## src/rtl/uart_tx_piso_if.sv

```systemverilog
// Byte handshake between a transmit source and the UART transmitter.
//   tx_data  : byte offered by the source, sampled only on a transfer
//   tx_valid : source has a byte on tx_data
//   tx_ready : transmitter can accept a byte this cycle
// A transfer happens on a rising clk edge where tx_valid && tx_ready.
interface uart_tx_piso_if;
    logic [7:0] tx_data;
    logic       tx_valid;
    logic       tx_ready;

    modport master (
        output tx_data,
        output tx_valid,
        input  tx_ready
    );

    modport slave (
        input  tx_data,
        input  tx_valid,
        output tx_ready
    );
endinterface

```

## src/rtl/uart_tx_piso.sv

```systemverilog
// UART transmitter: parallel-in, serial-out with 8N1/8N2 framing and an
// internal baud counter. Start bit, 8 data bits LSB first, then stop bit(s).
// Ports:
//   clk    : system clock, all logic on the rising edge
//   reset  : synchronous, active-high; aborts any frame in progress
//   tx_if  : byte handshake (slave side: tx_data, tx_valid in; tx_ready out)
//   tx     : registered serial line, idles high
//   busy   : high in any state other than IDLE
//
// state | meaning
// IDLE  | line high, tx_ready=1, waiting for a byte
// START | start bit (line low) for one bit period
// DATA  | 8 data bits, shift register bit 0 on the line
// STOP  | line high for STOP_BITS bit periods
module uart_tx_piso #(
    parameter int CLKS_PER_BIT = 434,
    parameter int STOP_BITS    = 1
) (
    input  logic           clk,
    input  logic           reset,
    uart_tx_piso_if.slave  tx_if,
    output logic           tx,
    output logic           busy
);

    localparam int              CNT_W     = (CLKS_PER_BIT > 1) ? $clog2(CLKS_PER_BIT) : 1;
    localparam logic [CNT_W-1:0] CNT_LAST = CNT_W'(CLKS_PER_BIT - 1);
    localparam logic [2:0]      STOP_LAST = 3'(STOP_BITS - 1);

    typedef enum logic [1:0] {
        IDLE,
        START,
        DATA,
        STOP
    } state_t;

    state_t           state_q, state_d;
    logic [CNT_W-1:0] baud_cnt_q, baud_cnt_d;
    logic [2:0]       bit_idx_q, bit_idx_d;
    logic [7:0]       shift_q, shift_d;
    logic             tx_q, tx_d;
    logic             bit_done;

    assign bit_done       = (baud_cnt_q == CNT_LAST);
    assign tx_if.tx_ready = (state_q == IDLE);
    assign busy           = (state_q != IDLE);
    assign tx             = tx_q;

    always_ff @(posedge clk) begin
        if (reset) begin
            state_q    <= IDLE;
            baud_cnt_q <= '0;
            bit_idx_q  <= '0;
            shift_q    <= '0;
            tx_q       <= 1'b1;
        end else begin
            state_q    <= state_d;
            baud_cnt_q <= baud_cnt_d;
            bit_idx_q  <= bit_idx_d;
            shift_q    <= shift_d;
            tx_q       <= tx_d;
        end
    end

    always_comb begin
        state_d    = state_q;
        baud_cnt_d = bit_done ? '0 : baud_cnt_q + CNT_W'(1);
        bit_idx_d  = bit_idx_q;
        shift_d    = shift_q;

        case (state_q)
            IDLE: begin
                baud_cnt_d = '0;
                bit_idx_d  = '0;
                if (tx_if.tx_valid) begin
                    shift_d = tx_if.tx_data;
                    state_d = START;
                end
            end
            START: begin
                if (bit_done) state_d = DATA;
            end
            DATA: begin
                if (bit_done) begin
                    shift_d   = {1'b0, shift_q[7:1]};
                    // index wraps 7 -> 0, so STOP reuses it to count stop bits
                    bit_idx_d = bit_idx_q + 3'd1;
                    if (bit_idx_q == 3'd7) state_d = STOP;
                end
            end
            STOP: begin
                if (bit_done) begin
                    if (bit_idx_q == STOP_LAST) begin
                        state_d   = IDLE;
                        bit_idx_d = '0;
                    end else begin
                        bit_idx_d = bit_idx_q + 3'd1;
                    end
                end
            end
            default: state_d = IDLE;
        endcase

        // Line level follows the next state so tx is a clean register output
        // and the start bit appears on the accepting edge.
        case (state_d)
            START:   tx_d = 1'b0;
            DATA:    tx_d = shift_d[0];
            default: tx_d = 1'b1;
        endcase
    end

endmodule

```

## src/flat_wrapper.sv

```systemverilog
// flat-port wrapper written by rule: the top's interface ports become plain ports
module uart_tx_piso_flat 
#(
    parameter int CLKS_PER_BIT = 434,
    parameter int STOP_BITS    = 1
)
  (clk, reset, tx, busy, tx_if_tx_data, tx_if_tx_valid, tx_if_tx_ready);
  uart_tx_piso_if tx_if_i ();
  input  logic clk;
  input  logic reset;
  output logic tx;
  output logic busy;
  input wire logic [$bits(tx_if_i.tx_data)-1:0] tx_if_tx_data;
  input wire logic [$bits(tx_if_i.tx_valid)-1:0] tx_if_tx_valid;
  output wire logic [$bits(tx_if_i.tx_ready)-1:0] tx_if_tx_ready;
  assign tx_if_i.tx_data = tx_if_tx_data;
  assign tx_if_i.tx_valid = tx_if_tx_valid;
  assign tx_if_tx_ready = tx_if_i.tx_ready;
  uart_tx_piso #(.CLKS_PER_BIT(CLKS_PER_BIT), .STOP_BITS(STOP_BITS)) u_core (.clk(clk), .reset(reset), .tx_if(tx_if_i), .tx(tx), .busy(busy));
endmodule
```

## config.mk

```make
export PLATFORM = sky130hd
export DESIGN_NAME = uart_tx_piso_flat
export DESIGN_NICKNAME = d
export VERILOG_FILES = /design/src/rtl/uart_tx_piso_if.sv /design/src/rtl/uart_tx_piso.sv /design/src/flat_wrapper.sv
export SDC_FILE = /design/constraint.sdc
export NUM_CORES = 1
export LEC_CHECK = 0
export ABC_AREA = 1
export BUFFER_PORTS_ARGS = -buffer_cell sky130_fd_sc_hd__buf_2
export CORE_ASPECT_RATIO = 0.7
export CORE_MARGIN = 4
export CORE_UTILIZATION = 47
export DETAILED_ROUTE_END_ITERATION = 6
export PLACE_DENSITY_LB_ADDON = 0.3
export SYNTH_ARGS = -nofsm -noshare
export SYNTH_HDL_FRONTEND = slang
export SYNTH_SLANG_ARGS = --single-unit
export TNS_END_PERCENT = 100
```

## constraint.sdc

```tcl
create_clock -name clk -period 1.6 [get_ports clk]
set_clock_uncertainty 0.1 [all_clocks]
set_input_delay 0.16 -clock clk [delete_from_list [all_inputs] [get_ports clk]]
set_output_delay 0.16 -clock clk [all_outputs]
set_load 0.01 [all_outputs]
```

# Yosys cells after proc, flatten, opt, wreduce, memory -nomap -nowiden
# Index checks and enable logic that the tools add are counted.
# word_totals
regBits	23
latch_bits	0
ram_bits	0
rom_bits	0
in_bits	11
n_memories	0
# classes
add_sub_neg	2
multipliers	0
div	0
magnitude_cmp	0
n_eq_ne	10
shifts	0
muxes	15
n_bitwise	0
reduce_logical	8
# ops
op	n
$mux W8	2
$pmux W8 S2	1
$mux W2	6
$add A9 B1 Y9 const B	1
$eq A9 B9 Y1 const B	1
$mux W3	3
$pmux W3 S3	1
$pmux W2 S4	1
$eq A2 B2 Y1 const B	3
$reduce_and A3 Y1	2
$eq A2 B1 Y1 const B	2
$ne A2 B1 Y1 const B	2
$reduce_bool A2 Y1	2
$add A3 B1 Y3 const B	1
$eq A3 B3 Y1 const B	1
$logic_not A3 Y1	1
$reduce_bool A3 Y1	1
$reduce_or A3 Y1	1
$logic_not A2 Y1	1
$ne A2 B2 Y1 const B	1
$pmux W1 S2	1

# Longest topological paths before layout
# depth
word_depth	6
ltp_mapped	11
ltp_nobuf	11

# Worst setup path before layout
# OpenSTA, ideal clock, no wires.
# synth_timing
path_type	register -> register
start	register u_core.baud_cnt_q[0]
end	register u_core.shift_q[1]
arrival_time_ns	1.173
t_required_ns	1.372
slack_ns	0.200
path_stages_with_launch	9
period_less_slack_ns	1.400
path_cell_list	dfxtp_1 ha_1 nand2_4 nor2_8 nand2_4 o21bai_2 inv_2 a21oi_1 nor2_1
# synth_via
elab_chain_len	3
# synth_rtl
element	line	rtl
start: declaration	uart_tx_piso.sv:38	logic [CNT_W-1:0] baud_cnt_q, baud_cnt_d;
start signal: assignment	uart_tx_piso.sv:58	baud_cnt_q <= baud_cnt_d;
$eq A9 B9 Y1	uart_tx_piso.sv:44	assign bit_done = (baud_cnt_q == CNT_LAST);
$ne A2 B1 Y1 (no line)	--	
$reduce_and A3 Y1 (no line)	--	
end signal: assignment	uart_tx_piso.sv:60	shift_q <= shift_d;
end: declaration	uart_tx_piso.sv:40	logic [7:0] shift_q, shift_d;
# No other way between the ends.
# A chain may end at the register's enable or synchronous reset.

# Final worst setup path
# layout_timing
start	register u_core.baud_cnt_q[0]
end	register u_core.shift_q[2]
# The elaborated chain is that of the path after synthesis.

==> metrics.txt <==
# TYPE chip_impl_metric gauge
chip_impl_metric{name="max_slew_margin",unit="%"} 84.4
chip_impl_metric{name="layout_utilization",unit="%"} 59.4
chip_impl_metric{name="p_per_area",unit="nW/um^2"} 743
chip_impl_metric{name="synth.yosys.seq_area_share",unit="%"} 39.6
chip_impl_info{name="critical_path.cell_chain",value="ha_2 > nand2_4 > nor2_8 > nand2_4 > o21bai_4 > inv_2 > a21oi_1 > nor2_1"} 1
chip_impl_metric{name="gr-total-overflow",unit=""} 0
chip_impl_metric{name="timing_max_transition_violations_final",unit=""} 0
chip_impl_metric{name="clkSinkCount",unit=""} 23
chip_impl_metric{name="drtAntennaViolNets",unit=""} 0
chip_impl_metric{name="final_period_minus_worst_setup_slack",unit="ps"} 1500
chip_impl_metric{name="crit_path_max_incr_delay",unit="ps"} 380
chip_impl_metric{name="grt_antenna_before_repair",unit=""} 0
chip_impl_metric{name="post-route-drc-count",unit=""} 0
chip_impl_metric{name="dpl.hpwl",unit="mm"} 1.65
chip_impl_info{name="synth_area_leader_cell",value="sky130_fd_sc_hd__dfxtp_1"} 1
chip_impl_metric{name="tritoncts.num_buffers",unit=""} 3
chip_impl_info{name="run_status",value="complete, no violations"} 1
chip_impl_metric{name="floorplan.initialDensity",unit="%"} 51.9
chip_impl_metric{name="cts.htree.levels",unit=""} 1
chip_impl_metric{name="vdd.ir_drop.worst",unit="V"} 0.000382
chip_impl_info{name="worstSetupEndpointType",value="flip-flop"} 1
chip_impl_metric{name="worstPathMaxFanout",unit=""} 7
chip_impl_metric{name="setup_viol",unit=""} 0
chip_impl_info{name="critPathSlowestCell",value="sky130_fd_sc_hd__dfxtp_2"} 1
chip_impl_metric{name="detail_route.iter0.violations",unit=""} 88
chip_impl_metric{name="vias",unit=""} 1008
chip_impl_metric{name="final.period_utilization",unit="%"} 93.9
chip_impl_metric{name="synth_nets",unit=""} 175
chip_impl_info{name="most_common_cell_after_layout_fill_and_taps_aside",value="sky130_fd_sc_hd__nand2_1"} 1
chip_impl_metric{name="deepest_clock_path_buffer_count",unit=""} 2
chip_impl_metric{name="pre_cts_ws",unit="ps"} 92.0
chip_impl_metric{name="design.die.area",unit="um^2"} 3350
chip_impl_info{name="timing.critical_path.mode_cell",value="sky130_fd_sc_hd__nand2_4"} 1
chip_impl_metric{name="finalHoldViolations",unit=""} 0
chip_impl_metric{name="timing.fmax",unit="GHz"} 0.665
chip_impl_metric{name="synth_top_cell_area_share",unit="%"} 39.6
chip_impl_metric{name="area_overhead_vs_synth",unit="%"} 14.4
chip_impl_metric{name="drt-pass1-iter-count",unit=""} 5
chip_impl_metric{name="postRouteWirelength",unit="mm"} 2.17
chip_impl_metric{name="grt_max_degree",unit=""} 15
chip_impl_metric{name="tightest_slew",unit="ps"} 232
chip_impl_metric{name="avgRoutedWirePerCell",unit="um"} 10.4
chip_impl_metric{name="postSynthCellCount",unit=""} 159
chip_impl_metric{name="floorplan.io_pins",unit=""} 14
chip_impl_metric{name="viasPerCell",unit=""} 4.82
chip_impl_metric{name="chipHeight",unit="um"} 49.6
chip_impl_metric{name="drive_gt1_share",unit="%"} 21.5
chip_impl_info{name="crit_family",value="simple AND/OR/NAND/NOR gates"} 1
chip_impl_info{name="timing.critical_path.from_type",value="flip-flop"} 1
chip_impl_info{name="root_buffer",value="sky130_fd_sc_hd__clkbuf_4"} 1
chip_impl_metric{name="timing.final.ws_setup",unit="ps"} 97.2
chip_impl_metric{name="grtUsageTotal",unit="%"} 13.9
chip_impl_info{name="hold_path_class",value="input port to flip-flop"} 1
chip_impl_metric{name="nets",unit=""} 194
chip_impl_metric{name="yosys_warnings",unit=""} 0
chip_impl_metric{name="grt_pass1_vias",unit=""} 817
chip_impl_info{name="cts_tree",value="yes"} 1
chip_impl_metric{name="synth.distinct_cells",unit=""} 23
chip_impl_info{name="layout.cells.most_common_list",value="sky130_fd_sc_hd__nand2_1, sky130_fd_sc_hd__dfxtp_1, sky130_fd_sc_hd__nor2_1, sky130_fd_sc_hd__inv_1, sky130_fd_sc_hd__buf_2"} 1
chip_impl_metric{name="std_cell_rows",unit=""} 14
chip_impl_metric{name="gp_congestion",unit=""} 0.775
chip_impl_metric{name="cp.arrival",unit="ps"} 1610
chip_impl_metric{name="antenna-diode-count",unit=""} 0
chip_impl_info{name="path_class",value="flip-flop to flip-flop"} 1
chip_impl_metric{name="clock_latency",unit="ps"} 320
chip_impl_info{name="synth_top_cells_by_area",value="sky130_fd_sc_hd__dfxtp_1, sky130_fd_sc_hd__nand2_1, sky130_fd_sc_hd__nor2_1, sky130_fd_sc_hd__inv_1, sky130_fd_sc_hd__a21oi_1"} 1
chip_impl_metric{name="syn-cell-area",unit="um^2"} 1160
chip_impl_metric{name="dieWidth",unit="um"} 67.5
chip_impl_metric{name="crit_buf_inv",unit=""} 1
chip_impl_metric{name="core_area",unit="um^2"} 2240
chip_impl_metric{name="clk_pin_slew_worst_paths",unit="ps"} 120
chip_impl_metric{name="power.leakage",unit="nW"} 0.644
chip_impl_metric{name="buffer_ports.inserted",unit=""} 13
chip_impl_metric{name="reg2reg_slack",unit="ps"} 100
chip_impl_metric{name="postSynthRegisterBits",unit=""} 23
chip_impl_metric{name="global_route_wire_length_before_repair",unit="mm"} 3.51
chip_impl_metric{name="synth_area_per_cell",unit="um^2"} 7.32
chip_impl_metric{name="cap_violations",unit=""} 0
chip_impl_metric{name="worst_ep_required_time",unit="ps"} 1710
-- synthesized netlist by cell type --
| cell | count |
|---|---|
| sky130_fd_sc_hd__nand2_1 | 41 |
| sky130_fd_sc_hd__dfxtp_1 | 23 |
| sky130_fd_sc_hd__nor2_1 | 20 |
| sky130_fd_sc_hd__inv_1 | 18 |
| sky130_fd_sc_hd__a21oi_1 | 13 |
| sky130_fd_sc_hd__nand3_1 | 7 |
| sky130_fd_sc_hd__ha_1 | 5 |
| sky130_fd_sc_hd__o21ai_0 | 5 |
| sky130_fd_sc_hd__inv_2 | 3 |
| sky130_fd_sc_hd__nand2_4 | 3 |
| sky130_fd_sc_hd__nand4_1 | 3 |
| sky130_fd_sc_hd__nor2_4 | 3 |
| sky130_fd_sc_hd__nand2_2 | 2 |
| sky130_fd_sc_hd__nor3_1 | 2 |
| sky130_fd_sc_hd__nor3b_1 | 2 |
| sky130_fd_sc_hd__xor2_1 | 2 |
| sky130_fd_sc_hd__a31oi_1 | 1 |
| sky130_fd_sc_hd__clkbuf_1 | 1 |
| sky130_fd_sc_hd__nand3_2 | 1 |
| sky130_fd_sc_hd__nand3b_1 | 1 |
| sky130_fd_sc_hd__nor2_8 | 1 |
| sky130_fd_sc_hd__o21a_1 | 1 |
| sky130_fd_sc_hd__o21bai_2 | 1 |
-- metrics by stage --
step | hold WS [ps] | total power [mW] | TNS [ps] | instances | area [um^2]
floorplan | 158 | 0.689 | 0 | 159 | 1160
global placement | 316 | 0.718 | 0 | 203 | 1260
detailed placement | 330 | 0.722 | 0 | 203 | 1260
CTS | 24.5 | 1.01 | 0 | 208 | 1310
global route | 24.4 | 1.05 | -12.9 | 209 | 1330
finish | 43.7 | 0.989 | 0 | 209 | 1330
-- cell families (layout without fill, tap and decap cells) --
group / Yosys count / after routing / share of synthesized area (%)
DFF: 23 / 23 / 39.6
and+or+nand+nor: 86 / 86 / 36.6
buffers and inverters: 22 / 40 / 7.10
AOI/OAI and AO/OA: 21 / 21 / 9.89
adders and majority gates: 5 / 5 / 5.38
xor gates and xnor gates: 2 / 2 / 1.51
-- cell type report --
cell class	count	area, um^2
Inverter	21	78.8
Clock inverter	1	7.51
Timing Repair Buffer	15	82.6
Clock buffer	3	22.5
Sequential cell	23	463
Multi-Input combinational cell	114	637
Fill cell	213	911
Tap cell	32	40.0
-- repair_timing --
| item | CTS | global route |
|---|---|---|
| hold endpoints to repair | 1 | 0 |
| hold buffers | 1 | 0 |
| setup buffers | 0 | 1 |
| setup endpoints to repair | 0 | 10 |
| resized for setup | 0 | 8 |
-- worst paths after layout --
kind              cells past startpoint                    to                  from
hold / removal                        5     u_core.shift_q[4]      tx_if_tx_data[4]
hold reg to reg                       1  u_core.baud_cnt_q[0]  u_core.baud_cnt_q[0]
setup / recovery                      8     u_core.shift_q[2]  u_core.baud_cnt_q[0]
setup reg to reg                      8     u_core.shift_q[2]  u_core.baud_cnt_q[0]
-- per-layer routing --
layer / global-route usage (%) / vias to the layer above / routed length [um]
met5: 0 / - / 0
met4: 5.39 / 0 / 29
met3: 5.45 / 4 / 116
met2: 19.2 / 26 / 943
met1: 19.0 / 437 / 1080
li1: - / 541 / -
-- flip-flops by register name, indices dropped and copies added (netlist names) --
signal and flops:
u_core.bit_idx_q 3, u_core.baud_cnt_q 9, u_core.shift_q 8, u_core.state_q 2, u_core.tx 1
-- where the power goes --
group / leakage [nW] / switching, mW / total (mW) / internal (mW)
clock network: 0.0139 / 0.178 / 0.274 / 0.0954
registers: 0.189 / 0.0134 / 0.608 / 0.594
logic: 0.441 / 0.0621 / 0.107 / 0.0454
-- worst register-to-register path, cell delays in order, from the launching register on --
cell,delay [ps]
sky130_fd_sc_hd__dfxtp_2,380
sky130_fd_sc_hd__ha_2,200
sky130_fd_sc_hd__nand2_4,70
sky130_fd_sc_hd__nor2_8,170
sky130_fd_sc_hd__nand2_4,100
sky130_fd_sc_hd__o21bai_4,130
sky130_fd_sc_hd__inv_2,80
sky130_fd_sc_hd__a21oi_1,130
sky130_fd_sc_hd__nor2_1,50
No activity file was read; power rests on OpenSTA's default activity.
